--- config.mk ---
export PLATFORM = sky130hd
export DESIGN_NAME = fractal_sync_tx_mux
export DESIGN_NICKNAME = d
export VERILOG_FILES = /design/src/rtl/fractal_sync_tx_mux.sv
export SDC_FILE = /design/constraint.sdc
export NUM_CORES = 1
export LEC_CHECK = 0
export BUFFER_PORTS_ARGS = -buffer_cell sky130_fd_sc_hd__buf_4
export CAP_MARGIN = 0
export CORE_AREA = 8 8 45 47
export DETAILED_ROUTE_END_ITERATION = 8
export DIE_AREA = 0 0 53 55
export GPL_ROUTABILITY_DRIVEN = 0
export MAX_ROUTING_LAYER = met4
export PLACE_DENSITY_LB_ADDON = 0.3
export SYNTH_ARGS = -nofsm -noshare
export SYNTH_HDL_FRONTEND = slang
export SYNTH_SLANG_ARGS = --single-unit
--- constraint.sdc ---
create_clock -name clk_i -period 2.2 [get_ports clk_i]
set_input_delay 0.11 -clock clk_i [delete_from_list [all_inputs] [get_ports clk_i]]
set_output_delay 0.11 -clock clk_i [all_outputs]
set_load 0.005 [all_outputs]
--- src/rtl/fractal_sync_tx_mux.sv ---
// fractal_sync_tx_mux: round-robin merge of N_PORTS response FIFO heads into one registered valid/ready link
module fractal_sync_tx_mux #(
  parameter type         fsync_rsp_t = logic,
  parameter int unsigned N_PORTS     = 2,
  localparam int unsigned IDX_W      = (N_PORTS > 1) ? $clog2(N_PORTS) : 1
) (
  input  logic                   clk_i,
  input  logic                   rst_i,
  input  logic [N_PORTS-1:0]     empty_i,
  input  fsync_rsp_t             rsp_i [N_PORTS],
  output logic [N_PORTS-1:0]     pop_o,
  output fsync_rsp_t             rsp_o,
  output logic                   valid_o,
  input  logic                   ready_i,
  output logic [IDX_W-1:0]       grant_o
);
  if (N_PORTS == 0) begin : g_bad_n_ports
    $fatal(1, "fractal_sync_tx_mux: N_PORTS must be >= 1");
  end
  logic [N_PORTS-1:0] req;
  logic [IDX_W-1:0]   ptr, win, idx, nxt_ptr;
  logic               load;
  assign req     = ~empty_i;
  assign load    = !rst_i && (!valid_o || ready_i) && |req;
  assign pop_o   = load ? N_PORTS'(1) << win : '0;
  assign nxt_ptr = (win == IDX_W'(N_PORTS - 1)) ? '0 : win + 1'b1;
  always_comb begin
    win = '0;
    idx = '0;
    for (int i = N_PORTS - 1; i >= 0; i--) begin
      idx = IDX_W'((int'(ptr) + i) % int'(N_PORTS));
      win = req[idx] ? idx : win;
    end
  end
  always_ff @(posedge clk_i) begin
    if (rst_i) begin
      valid_o <= 1'b0;
      rsp_o   <= '0;
      grant_o <= '0;
      ptr     <= '0;
    end else if (load) begin
      valid_o <= 1'b1;
      rsp_o   <= rsp_i[win];
      grant_o <= win;
      ptr     <= nxt_ptr;
    end else if (ready_i) begin
      valid_o <= 1'b0;
    end
  end
endmodule

== After elaboration in Yosys (flattened, before gate mapping) ==
Cells that the tools add are included.

* Register bits after elaboration: 4
* Bits of input ports: 7
* Output and inout port bits: 5
* Logic and storage cells: 32

* Add/subtract/negate cells: 2
* $lt $le $gt $ge: 3
* Shift operators: 1
* Mux-type cells: 13
* Bitwise operators: 2
* Reductions and logical operators: 7

{| class="wikitable"
|+ Operators by type and width
! operator !! number
|-
| $mux W1 || 12
|-
| $lt A1 B2 Y1 const B || 2
|-
| $add A1 B1 Y1 const B || 2
|-
| $ge A2 B2 Y1 const B || 1
|-
| $logic_and A1 B1 Y1 || 2
|-
| $logic_not A1 Y1 || 2
|-
| $mux W2 || 1
|-
| $not A1 Y2 || 1
|-
| $not A2 Y2 || 1
|-
| $reduce_bool A2 Y1 || 1
|-
| $reduce_or A2 Y1 || 1
|-
| $shl A1 B1 Y2 const A || 1
|-
| $logic_or A1 B1 Y1 || 1
|}

== Longest topological paths before layout ==
Gate-level depths: netlist of run 1.

* Word-level depth: 9
* Depth in mapped cells: 3

== Worst setup path after synthesis of run 1 ==
Ideal clock, no wire load.

* Path type: register to register
* Start: register ptr
* End: register grant_o
* Arrival time: 0.852 ns
* Data required time: 2.085 ns
* Setup slack: 1.233 ns
* Stages on the path, launching flop included: 4
* Clock period less this slack: 0.967 ns
* Cells stage by stage: dfxtp_1 o21bai_4 and4b_4 o21a_1

* Longest elaborated chain between the ends: 5
* Elaborated cells on any way between the ends: 7
* Classes of those cells: add/sub: 1; mux: 6

{| class="wikitable"
|+ Ends and longest elaborated chain
! item !! RTL line !! text
|-
| from (decl) || 21 || <nowiki>logic [IDX_W-1:0] ptr, win, idx, nxt_ptr;</nowiki>
|-
| from (signal assigned) || 45 || <nowiki>ptr <= nxt_ptr;</nowiki>
|-
| $add A1 B1 Y1 || 31 || <nowiki>idx = IDX_W'((int'(ptr) + i) % int'(N_PORTS));</nowiki>
|-
| $mux W1 (implied by the code) (2 in series) || 32 || <nowiki>win = req[idx] ? idx : win;</nowiki>
|-
| $mux W1 || 32 ||
|-
| $mux W1 * || 32 ||
|-
| to (signal assigned) || 44 || <nowiki>grant_o <= win;</nowiki>
|-
| to (decl) || 15 || <nowiki>output logic [IDX_W-1:0] grant_o</nowiki>
|}

Mark *: on every way between the ends. The rest lies on a longest branch, timed or not. The select of a mux whose other input is x is not followed.
A chain may end at the register's enable or synchronous reset.

== Worst setup path in the final report of run 1 ==
* Start: register ptr
* End: output pop_o[1]

* Longest elaborated chain between the ends: 7
* Elaborated cells on any way between the ends: 9
* Classes of those cells: add/sub: 1; shift: 1; mux: 7

{| class="wikitable"
|+ Ends and longest elaborated chain
! item !! RTL line !! text
|-
| $add A1 B1 Y1 || 31 ||
|-
| $mux W1 (implied by the code) (2 in series) || 32 ||
|-
| $mux W1 || 32 ||
|-
| $mux W1 * || 32 ||
|-
| $shl A1 B1 Y2 * || 25 || <nowiki>assign pop_o = load ? N_PORTS'(1) << win : '0;</nowiki>
|-
| $mux W2 * || 25 ||
|-
| to (decl) || 11 || <nowiki>output logic [N_PORTS-1:0] pop_o,</nowiki>
|}

Marks and branches as above.

==> impl_metrics.py, run 1 <==
metrics = {
    "clocking": {
        "cts_buffers": 3,
        "cts.sinks": 4,
        "clk_latency_ps": 230,
        "cts_tree": "yes",
        "htree_levels": 1,
        "cts_buffer_depth": 2,
        "path_clk_slew_ps": 40,
        "post_cts_buffers": 0,
        "postCtsResizedCells": 0,
        "ctsHoldBuffers": 0,
        "root_buffer": "clkbuf_4",
    },
    "worst_hold_path": {
        "hold_class": "in2reg",
    },
    "floorplanning": {
        "die_h_um": 55,
        "die_area_um2": 2920,
        "io_pins": 12,
        "initial_utilization_pct": 14.7,
        "core_um2": 1380,
        "die_x_um": 53,
        "fp-row-count": 14,
    },
    "sta": {
        "slew_headroom_pct": 83.6,
        "min_period_ps": 1260,
        "max_freq_ghz": 0.795,
        "tns_ps": 0,
        "fin_crit_sh_pct": 57.2,
        "fin_skew_ps": 2.34,
        "setup_viol": 0,
        "tightest_slew_ps": 245,
        "hold_viol_final": 0,
        "maxSlewViolCount": 0,
        "rsz0062_at_grt": "false",
    },
    "placement": {
        "hpwlAfterDp_um": 447,
        "portBuffers": 11,
    },
    "layout": {
        "final_nets": 42,
        "antenna_cells": 0,
        "layout-drive-gt1-share_pct": 57.6,
        "fin_util_pct": 23.8,
        "area_growth_pct": 61.3,
    },
    "grt": {
        "gr-total-overflow": 0,
        "grt_max_degree": 8,
        "grt_usage_pct": 4.45,
        "first_global_vias": 215,
        "antenna_found_initial": 0,
        "grt_pass1_wl_um": 876,
    },
    "synthesis": {
        "yosys-top-cells-area": "dfxtp_1, a31oi_1, o21bai_4",
        "synth_top_area_share_pct": 39.3,
        "syn_nets": 26,
        "synthArstFlopShare_pct": 0,
        "ys_warn_count": 0,
        "yosys.area.top_type": "dfxtp_1",
        "synth_area_per_cell_um2": 10.7,
        "synth_common_cells": "a31oi_1, dfxtp_1, inv_1",
        "synth-edff-count": 0,
        "synth_seq_area_share_pct": 39.3,
        "yosys_register_bits": 4,
        "synthDistinctLibCells": 12,
        "synth_area_um2": 204,
        "synthCells": 19,
        "ys.flop_type": "dfxtp_1",
    },
    "detailed_routing": {
        "wl_um": 538,
        "drc_errors": 0,
        "drt_first_iter_violations": 0,
        "drtPass1Iterations": 1,
        "via_per_inst": 4.12,
        "post_drt_wl_per_cell_um": 11.0,
        "antenna_left": 0,
        "num_vias": 202,
    },
    "worst_setup_path": {
        "crit_type": "reg2out",
        "cp-start-kind": "flop",
        "cp_data_arrival_time_ps": 1150,
        "path_max_fanout": 3,
        "required_ps": 2090,
        "endpoint_kind": "output pin",
    },
    "outcome": {
        "outcome": "complete, no violations",
    },
    "pwr": {
        "ir_drop_v": 0.000231,
        "leakagePower_nw": 0.145,
        "p_per_area_nw_per_um2": 649,
    },
    "flow_run": {
        "cap_violations": 0,
    },
}
## power by group
group	internal, mW	switching, mW
combinational	0.0241	0.0168
sequential	0.0781	0.00328
clock	0.0610	0.0302
## critical path, stage by stage (launching register included)
cell      delay [ps]
dfxtp_1          370
o21bai_4          90
and4b_4          340
buf_4            110
## registers in the layout (all words and copies together) (netlist names)
| register | cells |
|---|---|
| grant_o | 1 |
| rsp_o | 1 |
| ptr | 1 |
| valid_o | 1 |
## layer usage
metal	vias to the layer above	wire (µm)	GRT usage [%]	share of wire, %
li1	102	-	-	-
met1	88	233	4.10	43
met2	10	258	6.45	48
met3	2	32	2.67	5.9
met4	0	13	3.88	2.4
met5	-	0	-	0
## path summary, 6_finish.rpt
| check | startpoint | end | slack [ps] | cells past startpoint |
|---|---|---|---|---|
| max | ptr | pop_o[1] | 940 | 3 |
| min | rst_i | valid_o | 70 | 2 |
| max reg2reg | valid_o | grant_o | 1190 | 3 |
| min reg2reg | rsp_o | rsp_o | 550 | 2 |
## layout make-up
class | count | area, µm²
Fill cell | 157 | 1050
Timing Repair Buffer | 11 | 82.6
Tap cell | 16 | 20.0
Inverter | 2 | 7.51
Sequential cell | 4 | 80.1
Clock buffer | 3 | 22.5
Multi-Input combinational cell | 13 | 116
## kinds of logic after synthesis
family | count (synthesis) | synth area share, %
mux | 1 | 4.91
flops | 4 | 39.3
buf+inv | 2 | 3.68
simple gates | 5 | 22.7
compound gates | 7 | 29.4
## cells in the final DEF, fill, tap and decap left out
cell and count:
a31oi_1 4, inv_1 2, nand2b_1 1, o21a_1 1, mux2i_1 1, a311oi_1 1
and4b_4 1, nand2_2 1, o21bai_4 1, dfxtp_1 4, and4_2 1, clkbuf_4 3
buf_4 11, nor3_2 1
## metrics by stage
stage	worst slack, ps	cell area (µm²)	std cells	total power, mW	hold slack (ps)
5_1_grt	878	329	49	0.230	61.4
3_5_place_dp	1180	307	46	0.124	308
6_report	942	329	49	0.213	65.4
3_3_place_gp	1190	307	46	0.123	310
2_1_floorplan	1230	204	19	0.101	179
4_1_cts	925	329	49	0.218	59.1
(Power assumes the default switching activity.)
==> run 2, diff against run 1 <==
==> constraint.sdc (replaced) <==
create_clock -name clk_i -period 1.1 [get_ports clk_i]
set_input_delay 0.055 -clock clk_i [delete_from_list [all_inputs] [get_ports clk_i]]
set_output_delay 0.055 -clock clk_i [all_outputs]
set_load 0.005 [all_outputs]
==> impl_metrics.py, run 2 (synthesized netlist as in run 1, its figures left out) <==
metrics = {
    "worst_setup_path": {
        "r2r_cells": 4,
        "slowest_stage": "dfxtp_2",
        "crit_type": "reg2out",
        "critPathTopFamily": "flip-flops",
        "cp-start-kind": "flop",
        "worst-path-stages": 3,
        "cp_slowest_stage_delay_ps": 340,
        "required_ps": 1040,
        "path_cells": "o21bai_4 -> and4b_4 -> buf_6",
        "cp_data_arrival_time_ps": 1070,
        "endpoint_kind": "output pin",
        "path_max_fanout": 3,
        "cp_num_buf_inv": 1,
    },
    "grt": {
        "first_global_vias": 251,
        "grt_usage_pct": 5.18,
        "grt_pass1_wl_um": 993,
        "grt_max_degree": 8,
        "antenna_found_initial": 0,
        "gr-total-overflow": 0,
    },
    "floorplanning": {
        "core_um2": 1380,
        "fp-row-count": 14,
        "die_x_um": 53,
        "io_pins": 12,
        "initial_utilization_pct": 14.7,
        "die_area_um2": 2920,
        "die_h_um": 55,
    },
    "layout": {
        "layout-drive-gt1-share_pct": 67.5,
        "layout_commonest_cell": "buf_4",
        "final_nets": 49,
        "fin_util_pct": 28.9,
        "final_area_um2": 400,
        "area_growth_pct": 96.3,
        "antenna_cells": 0,
        "final_cell_mix": "buf_4, a31oi_1, clkbuf_4",
    },
    "pwr": {
        "fin_total_pwr_uw": 460,
        "p_per_area_nw_per_um2": 1150,
        "ir_drop_v": 0.000309,
        "leakagePower_nw": 0.183,
    },
    "detailed_routing": {
        "post_drt_wl_per_cell_um": 11.8,
        "via_per_inst": 4.27,
        "wl_um": 659,
        "num_vias": 239,
        "drtPass1Iterations": 3,
        "drt_first_iter_violations": 2,
        "antenna_left": 0,
        "drc_errors": 0,
    },
    "sta": {
        "hold_viol_final": 0,
        "slew_headroom_pct": 84.6,
        "rsz0062_at_grt": "true",
        "max_freq_ghz": 0.891,
        "tns_ps": -21.9,
        "fin_skew_ps": 0.349,
        "fin_crit_sh_pct": 102,
        "layout_setup_ws_ps": -21.9,
        "hold_slack_ps": 20.4,
        "setup_viol": 1,
        "maxSlewViolCount": 0,
        "tightest_slew_ps": 229,
        "min_period_ps": 1120,
    },
    "clocking": {
        "root_buffer": "clkbuf_4",
        "htree_levels": 1,
        "cts_buffer_depth": 2,
        "cts_buffers": 3,
        "path_clk_slew_ps": 40,
        "cts_tree": "yes",
        "cts.sinks": 4,
        "clk_latency_ps": 240,
    },
    "placement": {
        "portBuffers": 11,
        "dpl_cell_area_um2": 307,
    },
    "worst_hold_path": {
        "hold_class": "in2reg",
        "hold_path_depth": 2,
    },
    "outcome": {
        "failed_checks": "negative setup slack",
        "outcome": "finished with violations",
    },
    "flow_run": {
        "cap_violations": 0,
    },
}
-- run 2: what timing repair did --
action | 4_1_cts | 5_1_grt
resized for setup | 4 | 0
pin swaps | 1 | 0
hold endpoints to repair | 2 | 0
hold buffers | 2 | 0
buffers inserted | 2 | 3
setup endpoints to repair | 2 | 3
-- run 2: final timing paths --
check | from | endpoint | slack (ps)
max reg2reg | ptr | grant_o | 20
max | ptr | pop_o[1] | -20
min | empty_i[1] | valid_o | 20
min reg2reg | ptr | ptr | 530
-- run 2: through the flow --
stage,std cells,worst slack [ps]
after floorplan,19,133
after global placement,46,109
after detailed placement,46,93.5
after CTS,53,-24.7
after global routing,56,-63.9
final,56,-21.9
-- run 2: final cells by class --
cell class	instances	area, µm²
clock buffers	3	22.5
fillers	148	983
inverters	2	7.51
multi-input cells	13	124
flip-flops and latches	4	82.6
well taps	16	20.0
repair buffers	18	144
-- run 2: report_power, final --
| part | switching [mW] | internal, mW | leakage (nW) | total, mW |
|---|---|---|---|---|
| Combinational | 0.0398 | 0.0678 | 0.136 | 0.108 |
| Clock | 0.0650 | 0.122 | 0.0138 | 0.187 |
| Sequential | 0.00758 | 0.157 | 0.0335 | 0.165 |
| Total | 0.112 | 0.348 | 0.183 | 0.460 |
-- run 2: layer usage --
metal / share of wire [%] / track usage (%) / wire length, µm / vias up
met2: 51 / 7.62 / 337 / 10
li1: - / - / - / 116
met5: 0 / - / 0 / -
met1: 40 / 4.25 / 265 / 111
met4: 2.6 / 6.47 / 17 / 0
met3: 5.8 / 2.67 / 38 / 2
